**config.mk**
```make
export PLATFORM = sky130hd
export DESIGN_NAME = iq_window_averager
export DESIGN_NICKNAME = d
export VERILOG_FILES = /design/src/rtl/iq_avg_pkg.sv /design/src/rtl/iq_delay_line.sv /design/src/rtl/iq_window_averager.sv
export SDC_FILE = /design/constraint.sdc
export NUM_CORES = 1
export LEC_CHECK = 0
export ABC_CLOCK_PERIOD_IN_PS = 10680
export CAP_MARGIN = 10
export CORE_MARGIN = 8
export CORE_UTILIZATION = 54
export DETAILED_ROUTE_END_ITERATION = 10
export GPL_ROUTABILITY_DRIVEN = 0
export PLACE_DENSITY = 0.84
export SETUP_SLACK_MARGIN = 0.15
export SKIP_LAST_GASP = 1
export SLEW_MARGIN = 10
export SYNTH_ARGS = -nofsm -noshare
export SYNTH_HDL_FRONTEND = slang
export SYNTH_SLANG_ARGS = --single-unit
```
**constraint.sdc**
```tcl
create_clock -name clk -period 10.68 [get_ports clk]
set_input_delay 1.068 -clock clk [delete_from_list [all_inputs] [get_ports clk]]
set_output_delay 1.068 -clock clk [all_outputs]
set_load 0.02 [all_outputs]
```
**src/rtl/iq_avg_pkg.sv**
```systemverilog
// Shared defaults, mode encoding and control-state constants for the I/Q window averager.
package iq_avg_pkg;

    localparam int DATA_W_DEF   = 32;
    localparam int LOG2_LEN_DEF = 3;

    localparam logic MODE_BLOCK = 1'b0;
    localparam logic MODE_SLIDE = 1'b1;

    localparam logic [1:0] ST_IDLE = 2'd0;
    localparam logic [1:0] ST_FILL = 2'd1;
    localparam logic [1:0] ST_RUN  = 2'd2;

    // Sum of 2^log2_len samples of data_w bits never overflows this width.
    function automatic int acc_w(input int data_w, input int log2_len);
        return data_w + log2_len;
    endfunction

endpackage

```
**src/rtl/iq_delay_line.sv**
```systemverilog
// N-deep circular buffer of paired I/Q samples; returns the oldest entry before it is overwritten.
module iq_delay_line
    import iq_avg_pkg::*;
#(
    parameter int DATA_W   = DATA_W_DEF,
    parameter int LOG2_LEN = LOG2_LEN_DEF
) (
    input  logic              clk,
    input  logic              rst_n,
    input  logic              clr,
    input  logic              wr_en,
    input  logic [DATA_W-1:0] wr_i,
    input  logic [DATA_W-1:0] wr_q,
    output logic [DATA_W-1:0] old_i,
    output logic [DATA_W-1:0] old_q,
    output logic              filled
);

    localparam int DEPTH = 1 << LOG2_LEN;
    localparam logic [LOG2_LEN-1:0] PTR_MAX = '1;

    logic [2*DATA_W-1:0]  mem_q [DEPTH];
    logic [LOG2_LEN-1:0]  wr_ptr_q, wr_ptr_d;
    logic                 filled_q, filled_d;

    always_comb begin
        wr_ptr_d = wr_ptr_q;
        filled_d = filled_q;
        if (clr) begin
            wr_ptr_d = '0;
            filled_d = 1'b0;
        end else if (wr_en) begin
            wr_ptr_d = wr_ptr_q + 1'b1;
            if (wr_ptr_q == PTR_MAX) filled_d = 1'b1;
        end
    end

    always_ff @(posedge clk or negedge rst_n) begin
        if (!rst_n) begin
            wr_ptr_q <= '0;
            filled_q <= 1'b0;
        end else begin
            wr_ptr_q <= wr_ptr_d;
            filled_q <= filled_d;
        end
    end

    // Contents need no reset: reads are masked to zero until the buffer has wrapped once.
    always_ff @(posedge clk) begin
        if (wr_en && !clr) mem_q[wr_ptr_q] <= {wr_i, wr_q};
    end

    assign old_i  = filled_q ? mem_q[wr_ptr_q][2*DATA_W-1:DATA_W] : '0;
    assign old_q  = filled_q ? mem_q[wr_ptr_q][DATA_W-1:0]        : '0;
    assign filled = filled_q;

endmodule

```
**src/rtl/iq_window_averager.sv**
```systemverilog
// Two-channel signed averager over 2^LOG2_LEN strobed samples, block or sliding window.
module iq_window_averager
    import iq_avg_pkg::*;
#(
    parameter int DATA_W   = DATA_W_DEF,
    parameter int LOG2_LEN = LOG2_LEN_DEF,
    parameter int ACC_W    = acc_w(DATA_W, LOG2_LEN)
) (
    input  logic              clk,
    input  logic              rst_n,
    input  logic              clr,
    input  logic              mode,
    input  logic              load_val,
    input  logic [DATA_W-1:0] i_in,
    input  logic [DATA_W-1:0] q_in,
    output logic [DATA_W-1:0] i_avg,
    output logic [DATA_W-1:0] q_avg,
    output logic              valid,
    output logic              bitclock
);

    localparam logic [LOG2_LEN-1:0] CNT_MAX = '1;

    logic                mode_q;
    logic [1:0]          state_q, state_d;
    logic [LOG2_LEN-1:0] cnt_q, cnt_d;
    logic [ACC_W-1:0]    acc_i_q, acc_i_d, acc_q_q, acc_q_d;
    logic [DATA_W-1:0]   avg_i_q, avg_i_d, avg_q_q, avg_q_d;
    logic                valid_q, valid_d;
    logic                bclk_q, bclk_d;

    logic                restart, take, wrap, slide_fire, dl_filled;
    logic [DATA_W-1:0]   old_i, old_q;
    logic [ACC_W-1:0]    sum_i, sum_q;

    // A change of mode restarts the window exactly like clr; the strobe in that cycle is dropped.
    assign restart = clr | (mode != mode_q);
    assign take    = load_val & ~restart;
    assign wrap    = take & (cnt_q == CNT_MAX);

    iq_delay_line #(
        .DATA_W   (DATA_W),
        .LOG2_LEN (LOG2_LEN)
    ) u_delay (
        .clk    (clk),
        .rst_n  (rst_n),
        .clr    (restart),
        .wr_en  (take & (mode_q == MODE_SLIDE)),
        .wr_i   (i_in),
        .wr_q   (q_in),
        .old_i  (old_i),
        .old_q  (old_q),
        .filled (dl_filled)
    );

    // In block mode the delay line is never written, so the oldest sample reads as zero.
    assign sum_i = acc_i_q + {{LOG2_LEN{i_in[DATA_W-1]}}, i_in}
                           - {{LOG2_LEN{old_i[DATA_W-1]}}, old_i};
    assign sum_q = acc_q_q + {{LOG2_LEN{q_in[DATA_W-1]}}, q_in}
                           - {{LOG2_LEN{old_q[DATA_W-1]}}, old_q};

    assign slide_fire = (state_q == ST_RUN) || wrap || dl_filled;

    always_comb begin
        state_d = state_q;
        cnt_d   = cnt_q;
        acc_i_d = acc_i_q;
        acc_q_d = acc_q_q;
        avg_i_d = avg_i_q;
        avg_q_d = avg_q_q;
        valid_d = 1'b0;
        bclk_d  = bclk_q;
        if (restart) begin
            state_d = ST_IDLE;
            cnt_d   = '0;
            acc_i_d = '0;
            acc_q_d = '0;
        end else if (take) begin
            cnt_d = cnt_q + 1'b1;
            if (wrap) bclk_d = ~bclk_q;
            if (mode_q == MODE_BLOCK) begin
                state_d = ST_RUN;
                if (wrap) begin
                    avg_i_d = sum_i[ACC_W-1:LOG2_LEN];
                    avg_q_d = sum_q[ACC_W-1:LOG2_LEN];
                    valid_d = 1'b1;
                    acc_i_d = '0;
                    acc_q_d = '0;
                end else begin
                    acc_i_d = sum_i;
                    acc_q_d = sum_q;
                end
            end else begin
                acc_i_d = sum_i;
                acc_q_d = sum_q;
                state_d = slide_fire ? ST_RUN : ST_FILL;
                if (slide_fire) begin
                    avg_i_d = sum_i[ACC_W-1:LOG2_LEN];
                    avg_q_d = sum_q[ACC_W-1:LOG2_LEN];
                    valid_d = 1'b1;
                end
            end
        end
    end

    always_ff @(posedge clk or negedge rst_n) begin
        if (!rst_n) begin
            mode_q  <= MODE_BLOCK;
            state_q <= ST_IDLE;
            cnt_q   <= '0;
            acc_i_q <= '0;
            acc_q_q <= '0;
            avg_i_q <= '0;
            avg_q_q <= '0;
            valid_q <= 1'b0;
            bclk_q  <= 1'b0;
        end else begin
            mode_q  <= mode;
            state_q <= state_d;
            cnt_q   <= cnt_d;
            acc_i_q <= acc_i_d;
            acc_q_q <= acc_q_d;
            avg_i_q <= avg_i_d;
            avg_q_q <= avg_q_d;
            valid_q <= valid_d;
            bclk_q  <= bclk_d;
        end
    end

    assign i_avg    = avg_i_q;
    assign q_avg    = avg_q_q;
    assign valid    = valid_q;
    assign bitclock = bclk_q;

endmodule
```
==> results of run 1 <==
-- flip-flops by register name (all words and copies together), names as in the netlist, 2 cells and up --
| signal | count |
|---|---|
| u_delay.mem_q | 512 |
| acc_i_q | 35 |
| acc_q_q | 35 |
| i_avg | 32 |
| q_avg | 32 |
| cnt_q | 3 |
| u_delay.wr_ptr_q | 3 |
| state_q | 2 |
-- path summary, 6_finish.rpt --
| path | start | to | cells after the start |
|---|---|---|---|
| min in group clk | i_avg[19] | i_avg[19] | 2 |
| max in group asynchronous | rst_n | u_delay.wr_ptr_q[1] | 2 |
| min | rst_n | q_avg[9] | 1 |
| max | u_delay.wr_ptr_q[2] | i_avg[30] | 18 |
| max reg2reg | u_delay.wr_ptr_q[2] | i_avg[30] | 18 |
| min reg2reg | i_avg[19] | i_avg[19] | 2 |
-- where the power goes --
| group | switching (mW) | internal [mW] |
|---|---|---|
| sequential | 0.0526 | 2.84 |
| clock | 0.965 | 1.19 |
| combinational | 0.665 | 0.408 |
-- final cells by class --
| cell class | count | area (um^2) |
|---|---|---|
| Antenna cell | 10 | 25.0 |
| Clock buffer | 77 | 1610 |
| Clock inverter | 37 | 352 |
| Fill cell | 3995 | 22100 |
| Inverter | 271 | 1020 |
| Multi-Input combinational cell | 1417 | 10700 |
| Sequential cell | 658 | 19000 |
| Tap cell | 765 | 957 |
| Timing Repair Buffer | 163 | 1560 |
-- kinds of logic after synthesis --
| family | count (synthesis) | share of synthesized area (%) |
|---|---|---|
| DFF | 658 | 61.0 |
| AOI/OAI and AO/OA | 651 | 14.1 |
| and+or+nand+nor | 408 | 5.54 |
| buffers and inverters | 402 | 4.86 |
| adders and majority gates | 144 | 7.41 |
| muxes | 142 | 5.04 |
| xor gates and xnor gates | 72 | 2.02 |
-- synthesized netlist by cell type, types with 29 or more instances --
master	number	area, um^2
edfxtp_1	512	15400
inv_1	271	1020
nand2_1	231	867
dfrtp_1	146	3650
o21ai_0	142	711
a21oi_1	125	626
clkbuf_1	112	420
mux2_2	100	1130
nor2_1	97	364
a22oi_1	90	676
ha_1	76	951
fa_1	68	1360
o21a_1	48	360
a221oi_1	45	394
xnor2_1	44	385
a22o_1	42	368
mux2i_1	40	400
a21o_1	29	218
-- worst register-to-register path, stage by stage (launching register included) --
cell and delay, ns:
dfrtp_4 0.74, buf_4 0.74, and2_2 0.62, buf_4 0.62
a22o_1 0.24, nand2_1 0.05, a21boi_0 0.33, fa_1 0.47
inv_1 0.07, ha_1 0.21, nand3_1 0.12, nor2_2 0.19
o21ai_4 0.10, o31ai_4 0.34, a41oi_2 0.22, o41ai_2 0.51
a311oi_2 0.17, xnor2_1 0.17, mux2_2 0.27
-- layer usage --
metal / up-vias / track usage [%]
met5: - / 0
met4: 2 / 8.50
met3: 177 / 4.18
met2: 1131 / 37.3
met1: 10200 / 30.4
li1: 9129 / -
==> flow_summary.json, run 1 <==
{
  "final_common_cell": "edfxtp_1",
  "met1_length_um": 30400,
  "slew_viol_final": 0,
  "postCtsHoldBufs": 0,
  "syn_nets": 2690,
  "fin_total_pwr_mw": 6.12,
  "place_hpwl_um": 49200,
  "cp_max_fo": 61,
  "highest_layer": "met5",
  "wire_per_inst_um": 22.7,
  "drt_first_pass_iters": 7,
  "cts_max_level": 2,
  "r2r_setup_slack_ns": 4.38,
  "p_leak_nw": 13.2,
  "fin_crit_ns": 6.30,
  "slowest_delay_ns": 0.74,
  "synth_cell_type_count": 73,
  "synth-seq-cells": 658,
  "grt_pass1_vias": 21000,
  "crit_type": "reg -> reg",
  "clkSinkCount": 658,
  "io-pin-count": 135,
  "numCtsBuffers": 61,
  "fin_crit_sh_pct": 59.0,
  "syn_area_mm2": 0.0312,
  "initial_core_util_pct": 54.4,
  "cts_tree": "done",
  "dr_wl_met2_um": 37400,
  "tightestPinTransition_ns": 1.05,
  "ant_nets": 0,
  "placed_cell_area_mm2": 0.0333,
  "avgViaCountPerCell": 6.07,
  "fin_skew_ns": 0.0264,
  "hold_slack_ns": 0.441,
  "critPathMostFrequentCell": "buf_4",
  "die_area_mm2": 0.0657,
  "grt_antenna_before_repair": 11,
  "ctsResizeCount": 0,
  "power_density_mw_per_mm2": 173,
  "cp_top_family": "compound AO/OA/AOI/OAI gates",
  "vias": 20600,
  "cp_slowest_cell": "dfrtp_4",
  "async_flop_share_pct": 22.2,
  "start_kind": "flop",
  "drt-total-wl_um": 77200,
  "clock_latency_ns": 0.65,
  "worst-path-buf-inv": 3,
  "path_clk_slew_ns": 0.07,
  "grt_max_degree": 100,
  "clockBufferDepth": 3,
  "crit_chain": "buf_4 -> and2_2 -> buf_4 -> a22o_1 -> nand2_1 -> a21boi_0 -> fa_1 -> inv_1 -> ha_1 -> nand3_1 -> nor2_2 -> o21ai_4 -> o31ai_4 -> a41oi_2 -> o41ai_2 -> a311oi_2 -> xnor2_1 -> mux2_2",
  "cts_setup_buffers": 0,
  "fin_util_pct": 61.5,
  "drt_iter0_markers": 2336,
  "rsz0062_at_grt": "false",
  "synth-main-ff-cell": "edfxtp_1",
  "cts_root_buf": "clkbuf_16",
  "dp.cells": 3274,
  "final_cell_area_mm2": 0.0353,
  "grt_usage_pct": 22.8,
  "post-place-ws_ns": 4.54,
  "wl_met3_um": 6910,
  "worst_slack_ns": 4.38,
  "maxCapViolations": 0,
  "required_ns": 11.20,
  "yosysWarnings": 0,
  "instances_no_fill": 3398,
  "finalHoldViolations": 0,
  "synth_area_per_cell_um2": 12.6,
  "fmax_mhz": 159,
  "drive_gt1_share_pct": 9.95,
  "die_h_um": 256,
  "nNetsFinal": 2785,
  "overflow": 0,
  "ys_seq_area_share_pct": 61.0,
  "status": "completed",
  "layout_common_cells": "512 x edfxtp_1, 271 x inv_1, 231 x nand2_1",
  "grt_pass1_wl_um": 120000,
  "fp.dieW_um": 256,
  "peakVddDrop_v": 0.000134,
  "core_area_mm2": 0.0574,
  "hp-class": "in -> async",
  "setup_viol": 0,
  "relSlewSlack_pct": 30.1,
  "port-buffer-count": 134,
  "cp-end-kind": "flop",
  "arrival_ns": 6.82,
  "finalSetupTns_ns": 0,
  "drcViolationCount": 0,
  "syn_to_final_growth_pct": 13.2,
  "synth-edff-count": 512,
  "syn-instance-count": 2477,
  "rows": 88
}
Power figures use the tool's default switching activity.
==> run 2, diff against run 1 <==
ABC_CLOCK_PERIOD_IN_PS = 5950   (was 10680)
clock period = 5.95 ns   (was 10.68 ns; I/O delays follow)
==> flow_summary.json, run 2 (synthesis gave the netlist of run 1 again) <==
{
  "required_ns": 6.41,
  "wire_per_inst_um": 22.9,
  "seqCellArea_mm2": 0.0190,
  "cts_root_buf": "clkbuf_16",
  "avgViaCountPerCell": 6.08,
  "clock_latency_ns": 0.65,
  "ctsResizeCount": 0,
  "p_leak_nw": 13.3,
  "grt_max_degree": 100,
  "drcViolationCount": 0,
  "postCtsHoldBufs": 0,
  "rsz0062_at_grt": "false",
  "nNetsFinal": 2794,
  "crit_type": "reg -> reg",
  "tightestPinTransition_ns": 1.22,
  "fp.dieW_um": 256,
  "clkSinkCount": 658,
  "place_hpwl_um": 50200,
  "worst-path-buf-inv": 2,
  "drt_first_pass_iters": 7,
  "critPathMostFrequentCell": "a21oi_1",
  "path_clk_slew_ns": 0.07,
  "largest_register_ffs": 512,
  "grt_pass1_vias": 21000,
  "start_kind": "flop",
  "final_cell_area_mm2": 0.0356,
  "io-pin-count": 135,
  "fin_skew_ns": 0.0418,
  "hp-class": "in -> async",
  "cp_top_family": "compound AO/OA/AOI/OAI gates",
  "syn_to_final_growth_pct": 14.2,
  "rows": 88,
  "die_h_um": 256,
  "placed_cell_area_mm2": 0.0335,
  "relSlewSlack_pct": 18.5,
  "setup_viol": 0,
  "status": "completed",
  "core_area_mm2": 0.0574,
  "maxCapViolations": 0,
  "vias": 20700,
  "crit_chain": "buf_4 -> mux2_2 -> a221oi_1 -> a21oi_1 -> o21a_1 -> fa_1 -> inv_1 -> ha_1 -> nand2_1 -> nor2_1 -> nand3_1 -> o41a_1 -> a21oi_1 -> a41oi_1 -> xor2_1 -> o21ai_0",
  "fin_crit_ns": 5.36,
  "fin_crit_sh_pct": 90.1,
  "numCtsBuffers": 59,
  "grt_pass1_wl_um": 119000,
  "multi_input_area_mm2": 0.0108,
  "cp_max_fo": 48,
  "clockBufferDepth": 3,
  "slew_viol_final": 0,
  "overflow": 0,
  "cp_slowest_cell": "dfrtp_4",
  "ant_nets": 0,
  "final_common_cell": "edfxtp_1",
  "power_density_mw_per_mm2": 317,
  "largestRegisters": "u_delay.mem_q: 512 flops, acc_i_q: 35 flops, acc_q_q: 35 flops",
  "arrival_ns": 5.82,
  "peakVddDrop_v": 0.000248,
  "fmax_mhz": 187,
  "die_area_mm2": 0.0657,
  "cts_max_level": 2,
  "fillers": 3954,
  "drt_iter0_markers": 2321,
  "finalHoldViolations": 0,
  "finalSetupTns_ns": 0,
  "grt_usage_pct": 22.9,
  "cts_tree": "done",
  "drt-total-wl_um": 77800,
  "slowest_delay_ns": 0.87,
  "layout_common_cells": "512 x edfxtp_1, 271 x inv_1, 231 x nand2_1",
  "port-buffer-count": 134,
  "grt_antenna_before_repair": 7,
  "initial_core_util_pct": 54.4,
  "drive_gt1_share_pct": 10.7,
  "cts_setup_buffers": 0,
  "largest-register": "u_delay.mem_q",
  "cp-end-kind": "flop"
}
## run 2: final cells by class
type,instances,area share (%)
Antenna cell,5,0.0351
Clock inverter,40,1.56
Tap cell,765,2.69
Clock buffer,70,4.43
Inverter,271,2.86
Multi-Input combinational cell,1417,30.2
Timing Repair Buffer,174,4.75
Sequential cell,658,53.5
## run 2: worst paths after layout
path / to / startpoint / slack [ns] / cells past startpoint
min in group clk: i_avg[19] / i_avg[19] / 0.48 / 2
max in group asynchronous: u_delay.wr_ptr_q[0] / rst_n / 4.50 / 2
setup reg to reg: q_avg[30] / u_delay.wr_ptr_q[2] / 0.59 / 16
setup / recovery: q_avg[30] / u_delay.wr_ptr_q[2] / 0.59 / 16
hold / removal: q_avg[16] / rst_n / 0.07 / 1
hold reg to reg: i_avg[19] / i_avg[19] / 0.48 / 2
## run 2: worst register-to-register path, stage by stage (launching register included)
cell and delay, ns:
dfrtp_4 0.87, buf_4 0.50, mux2_2 0.39, a221oi_1 0.23, a21oi_1 0.09, o21a_1 0.26, fa_1 0.50, inv_1 0.05
ha_1 0.36, nand2_1 0.08, nor2_1 0.18, nand3_1 0.12, o41a_1 0.33, a21oi_1 0.55, a41oi_1 0.28, xor2_1 0.26
o21ai_0 0.15
## run 2: per-layer routing
layer | global-route usage [%] | routed length [um] | vias up
met5 | 0 | 10 | -
met4 | 8.64 | 2480 | 2
met3 | 4.09 | 7010 | 162
met2 | 38.0 | 37700 | 1131
met1 | 30.1 | 30600 | 10300
li1 | - | - | 9115
## run 2: stage by stage
step	cells	setup WS [ns]	power (mW)	hold slack [ns]	utilization (%)
2_1_floorplan	2477	0.978	6.46	0.299	-
3_3_place_gp	3285	0.910	7.12	0.461	58.3
3_5_place_dp	3285	0.718	7.19	0.466	58.3
4_1_cts	3395	0.696	11.3	0.0737	62.0
5_1_grt	3399	0.240	11.6	0.130	62.1
6_report	3400	0.590	11.3	0.0719	62.1
## run 2: where the power goes
group / internal (mW) / leakage (nW) / switching, mW / total (mW)
clock network: 2.42 / 1.04 / 1.71 / 4.13
registers: 5.10 / 6.59 / 0.0943 / 5.19
logic: 0.734 / 5.71 / 1.22 / 1.95
total: 8.25 / 13.3 / 3.02 / 11.3
